--- src/rtl/pps_qualifier.sv ---
// PPS qualifier: measures rise-to-rise spacing, locks after consecutive
// good periods and flywheels synthetic pulses through short dropouts.
module pps_qualifier #(
  parameter int CNT_WIDTH  = 32,
  parameter int NOM_PERIOD = 100_000_000,
  parameter int TOL        = 1000,
  parameter int LOCK_CNT   = 3,
  parameter int MAX_HOLD   = 4
) (
  input  logic                 clk,
  input  logic                 rst,
  input  logic                 pps_in,
  output logic                 pps_out,
  output logic [CNT_WIDTH-1:0] period,
  output logic                 period_valid,
  output logic                 locked,
  output logic                 holdover,
  output logic                 err_pulse
);

  localparam int GW = $clog2(LOCK_CNT + 1);
  localparam int HW = $clog2(MAX_HOLD + 1);

  localparam logic [CNT_WIDTH-1:0] ONE = CNT_WIDTH'(1);
  localparam logic [CNT_WIDTH-1:0] LO  = CNT_WIDTH'(NOM_PERIOD - TOL);
  localparam logic [CNT_WIDTH-1:0] HI  = CNT_WIDTH'(NOM_PERIOD + TOL);
  localparam logic [CNT_WIDTH-1:0] EXP = CNT_WIDTH'(NOM_PERIOD - 1);
  localparam logic [GW-1:0]        LOCK_N = GW'(LOCK_CNT);
  localparam logic [HW-1:0]        HOLD_N = HW'(MAX_HOLD);

  typedef enum logic [1:0] {IDLE, ACQ, LOCKED, HOLD} state_t;

  state_t               state, state_n;
  logic                 pps_d;
  logic [CNT_WIDTH-1:0] cnt, cnt_n, meas, period_n;
  logic [GW-1:0]        good_cnt, good_cnt_n, gc_inc;
  logic [HW-1:0]        hold_cnt, hold_cnt_n;
  logic                 rise, sat, good, miss, expire;
  logic                 pps_n, pv_n, err_n, locked_n, hold_n;

  always_comb begin
    rise   = pps_in & ~pps_d;
    sat    = &cnt;
    meas   = cnt + ONE;
    // a saturated counter wraps meas, so it can never count as good
    good   = !sat && (meas >= LO) && (meas <= HI);
    miss   = (cnt == HI) && !rise;
    expire = (cnt == EXP) && !rise;
    gc_inc = good_cnt + GW'(1);

    state_n    = state;
    cnt_n      = rise ? '0 : (sat ? cnt : cnt + ONE);
    good_cnt_n = good_cnt;
    hold_cnt_n = hold_cnt;
    period_n   = period;
    pv_n       = 1'b0;
    pps_n      = 1'b0;
    err_n      = 1'b0;

    if (rise && state != IDLE) begin
      period_n = meas;
      pv_n     = 1'b1;
    end

    unique case (state)
      IDLE: begin
        if (rise) begin
          state_n    = ACQ;
          good_cnt_n = '0;
        end
      end
      ACQ: begin
        if (rise) begin
          if (good) begin
            good_cnt_n = gc_inc;
            if (gc_inc == LOCK_N) begin
              state_n    = LOCKED;
              good_cnt_n = '0;
              pps_n      = 1'b1;
            end
          end else begin
            good_cnt_n = '0;
            err_n      = 1'b1;
          end
        end else if (miss) begin
          state_n = IDLE;
          err_n   = 1'b1;
        end
      end
      LOCKED: begin
        if (rise) begin
          if (good) begin
            pps_n = 1'b1;
          end else begin
            state_n    = ACQ;
            good_cnt_n = '0;
            err_n      = 1'b1;
          end
        end else if (miss) begin
          state_n    = HOLD;
          pps_n      = 1'b1;
          err_n      = 1'b1;
          hold_cnt_n = HW'(1);
          cnt_n      = '0;
        end
      end
      HOLD: begin
        if (rise) begin
          state_n    = ACQ;
          good_cnt_n = '0;
        end else if (expire) begin
          cnt_n = '0;
          if (hold_cnt == HOLD_N) begin
            state_n = IDLE;
            err_n   = 1'b1;
          end else begin
            pps_n      = 1'b1;
            hold_cnt_n = hold_cnt + HW'(1);
          end
        end
      end
      default: state_n = IDLE;
    endcase

    locked_n = (state_n == LOCKED) || (state_n == HOLD);
    hold_n   = (state_n == HOLD);
  end

  always_ff @(posedge clk) begin
    if (rst) begin
      state        <= IDLE;
      pps_d        <= 1'b0;
      cnt          <= '0;
      good_cnt     <= '0;
      hold_cnt     <= '0;
      period       <= '0;
      period_valid <= 1'b0;
      pps_out      <= 1'b0;
      err_pulse    <= 1'b0;
      locked       <= 1'b0;
      holdover     <= 1'b0;
    end else begin
      state        <= state_n;
      pps_d        <= pps_in;
      cnt          <= cnt_n;
      good_cnt     <= good_cnt_n;
      hold_cnt     <= hold_cnt_n;
      period       <= period_n;
      period_valid <= pv_n;
      pps_out      <= pps_n;
      err_pulse    <= err_n;
      locked       <= locked_n;
      holdover     <= hold_n;
    end
  end

endmodule

--- config.mk ---
export PLATFORM = sky130hd
export DESIGN_NAME = pps_qualifier
export DESIGN_NICKNAME = d
export VERILOG_FILES = /design/src/rtl/pps_qualifier.sv
export SDC_FILE = /design/constraint.sdc
export NUM_CORES = 1
export LEC_CHECK = 0
export BUFFER_PORTS_ARGS = -buffer_cell sky130_fd_sc_hd__buf_4
export CAP_MARGIN = 10
export CORE_ASPECT_RATIO = 0.6
export CORE_UTILIZATION = 25
export CTS_BUF_LIST = sky130_fd_sc_hd__clkbuf_4 sky130_fd_sc_hd__clkbuf_8 sky130_fd_sc_hd__clkbuf_16
export CTS_CLUSTER_DIAMETER = 30
export DETAILED_ROUTE_END_ITERATION = 8
export GPL_TIMING_DRIVEN = 0
export PLACE_DENSITY = 0.46
export REMOVE_ABC_BUFFERS = 1
export SLEW_MARGIN = 40
export SYNTH_ARGS = -nofsm -noshare
export SYNTH_HDL_FRONTEND = slang
export SYNTH_SLANG_ARGS = --single-unit
--- constraint.sdc ---
create_clock -name clk -period 8.2 [get_ports clk]
set_clock_uncertainty 0.2 [all_clocks]
set_input_delay 1.64 -clock clk [delete_from_list [all_inputs] [get_ports clk]]
set_output_delay 1.64 -clock clk [all_outputs]
set_load 0.01 [all_outputs]
==> impl_results.md <==
- Buffers & Inverters on Critical Path: 0
- # diodes: 0
- Predominant post-synthesis flop cell: dfxtp_1
- Pwr/cell area: 241 nW/µm²
- Cell Rows: 36
- CP max stage cell: and4_1
- CP most frequent cell: and4_1
- Hold Path Depth: 2
- Req. time, crit path: a little over 8000 ps
- Stages on worst setup path: 10
- Worst EP arrival: about 4600 ps
- Sequential area share after synthesis: between 30% and 40%
- I/O Buffers: 39
- GR Overflow Total: 0
- First-pass GRT wire length: ~21000 µm
- Syn Std Cell Area: around 4300 µm²
- Root Buffer Master: clkbuf_16
- Initial DRC count: roughly 350
- Setup TNS: 0 ps
- Critical path cell sequence: ha_1 > and4_1 > and4_1 > nand4_1 > xor2_1 > or4_4 > or3_4 > and4bb_4 > o21ai_2 > a2111oi_4
- Synth Warn #: 0
- Detailed-route via count: 4000
- Largest delay share family, worst path: simple AND/OR/NAND/NOR gates
- CTS Buf Count: 9
- Fin util: 31.1%
- DR vias/cell: approximately 5.2
- Worst-margin pin slew: just under 800 ps
- First drt pass iteration count: 5
- Initial core utilization: a little over a quarter
- CTS-repair resized insts: 0
- Hpwl dp: around 10000 µm
- Worst path max stage delay: 690 ps
- Clock Latency Late Sink: 340 ps
- I/O pin count: 40
- Postcts setup bufs: 0
- Post-synth cell types: 69
- Yosys reg bits: 77
- Core area: ~17000 µm²
- Worst rel slew slack: 46.2%
- Clock sink count: 77
- FMAX: 221 MHz
- Antenna Nets Post-Route: 0
- Final worst-path cycle share: between 50% and 60%
- Setup crit start kind: flip-flop
- Post-Syn Instances: approximately 530
- Status: completed
- Asr flop ratio synth: 0%
- Maximum vdd drop: between 0.09 and 0.1 mV
- CTS tree: yes
- Hold Crit Class: reg2reg
- Crit-path max FO: 14
- CTS hold repair buffers: 0
- GPL Wtd Cong: between 0.8 and 0.9
- Average wire per standard cell: 17.4 µm
- Final Slew Violations: 0
- Die Span Y: ~100 µm
- P_leak: about 1.7 nW
- # setup viols final: 0
- Max cap viols: 0
- Final #Nets: 552
- Synthesis-to-layout area growth: 18.7%
- Number of flops mapped to enable cells by yosys: 0
- Htree depth: 3
- Largest net degree at the start of global routing: 47
- Reg2Reg Depth: 10
- Final Hold Violating Endpoints: 0
- Vias in the first global route: 3616
- Crit end category: flip-flop
- Routed wire length: between 10000 and 15000 µm
- Longest Clk Path Bufs: 2
- Post-Syn Area per Cell: ~8.2 µm²
- Die area: 17900 µm²
- Antenna violations before repair: 0
- Layout cell share with drive strength beyond 1: around 14%
- Unrepaired setup endpoints after global routing: no
- GRT Overall Usage: roughly 16%
- Clk slew on worst S/H paths: approximately 60 ps
- Die X: ~170 µm
- Post-layout minimum cycle time: roughly 4500 ps
- Setup CP Type: reg2reg
- DRC: 0
==> layout by cell type, fill, tap and decap left out, types with 3 or more instances in the layout <==
master	count
dfxtp_1	77
nor2_1	58
a21oi_1	47
buf_4	40
a211oi_1	34
nand2_1	29
nand3_1	25
xnor2_1	19
inv_1	15
nand4_1	14
xor2_1	14
nor4_1	14
nor3_1	14
and4_1	11
o21ai_0	11
clkbuf_16	9
ha_1	8
and3_1	7
o21a_1	7
nand2b_1	5
a31oi_1	4
and2_1	4
nand4b_1	4
a21o_1	3
nor2b_1	3
and4b_1	3
a221oi_1	3
bufinv_16	3
==> worst min-delay path, stage by stage (launching register included) <==
cell	delay, ps
dfxtp_1	300
o21ai_0	70
a21oi_1	60
==> cell type report <==
cell class / instances / area, µm²
clock inverters: 4 / 95.1
repair buffers: 44 / 365
multi-input cells: 394 / 2550
clock buffers: 11 / 253
inverters: 15 / 56.3
fillers: 1787 / 11400
flip-flops and latches: 77 / 1540
well taps: 228 / 285
==> state kept, by name, summed over array words and instances, names as in the netlist <==
signal        flops
err_pulse         1
state             2
period           32
pps_d             1
pps_out           1
good_cnt          2
period_valid      1
locked            1
cnt              32
hold_cnt          3
holdover          1
==> metal layers <==
layer	routed length, µm	global-route usage (%)	vias to the layer above
li1	-	-	1977
met1	7680	26.0	1893
met2	4780	18.5	121
met3	867	3.84	9
met4	96	3.86	0
met5	0	0	-
==> per-stage QoR <==
stage	area, µm²	power, mW	std cells	hold slack [ps]	worst slack (ps)
global placement	4710	0.765	753	274	2580
finish	5150	1.24	773	285	3680
CTS	5150	1.25	773	287	3710
global route	5150	1.31	773	316	3490
floorplan	4140	0.650	486	257	3810
detailed placement	4800	0.779	758	274	3670
==> power by group <==
part           leakage, nW  internal (mW)  switching (mW)  total [mW]
Clock                0.172          0.312           0.158       0.470
Combinational        0.904          0.140           0.171       0.311
Sequential           0.625          0.426          0.0325       0.459
==> synthesized netlist by cell type, types with 2 or more instances <==
| cell type | number | area (µm²) |
|---|---|---|
| a32o_1 | 2 | 20.0 |
| nor2b_1 | 3 | 18.8 |
| and2_1 | 4 | 25.0 |
| a221oi_1 | 3 | 26.3 |
| or3_1 | 3 | 18.8 |
| xor2_1 | 14 | 123 |
| nor4bb_1 | 2 | 20.0 |
| nor4b_1 | 2 | 17.5 |
| and4b_1 | 3 | 30.0 |
| ha_1 | 8 | 100 |
| buf_2 | 2 | 10.0 |
| nand2b_1 | 5 | 31.3 |
| and3_1 | 7 | 43.8 |
| nor4_1 | 15 | 93.8 |
| o21a_1 | 7 | 52.6 |
| nand3_1 | 25 | 125 |
| nor3b_1 | 2 | 15.0 |
| inv_1 | 15 | 56.3 |
| o22ai_1 | 2 | 12.5 |
| a31oi_1 | 4 | 25.0 |
| a22oi_1 | 2 | 15.0 |
| xnor2_1 | 19 | 166 |
| o21ai_1 | 2 | 10.0 |
| a21oi_1 | 47 | 235 |
| nand4b_1 | 4 | 35.0 |
| dfxtp_1 | 77 | 1540 |
| buf_4 | 8 | 60.1 |
| nand4_1 | 14 | 87.6 |
| nor2_1 | 59 | 221 |
| nand2_1 | 29 | 109 |
| a211oi_1 | 34 | 255 |
| a21o_1 | 3 | 22.5 |
| or2_2 | 2 | 12.5 |
| and4_1 | 11 | 96.3 |
| nor3_1 | 14 | 70.1 |
| clkbuf_1 | 32 | 120 |
| o21ai_0 | 11 | 55.1 |
| nand3b_1 | 2 | 15.0 |
==> final timing paths <==
| kind | to | slack, ps | from |
|---|---|---|---|
| worst max-delay path | holdover | 3680 | cnt[0] |
| worst min-delay path | period[1] | 280 | period[1] |
| worst max register to register | holdover | 3680 | cnt[0] |
| worst min register to register | period[1] | 280 | period[1] |
==> cell families (layout without fill, tap and decap cells) <==
group                    Yosys count  count (layout)  synth area share (%)
XOR/XNOR                          33              33                  6.66
multiplexers                       1               1                 0.231
flip-flops                        77              77                  35.5
adder cells (fa/ha/maj)            8               8                  2.31
buffers and inverters             58              74                  5.94
AND/OR/NAND/NOR                  216             216                  27.9
AO/OA/AOI/OAI                    136             136                  21.4
Note: power is estimated with default switching activity, not from simulation.
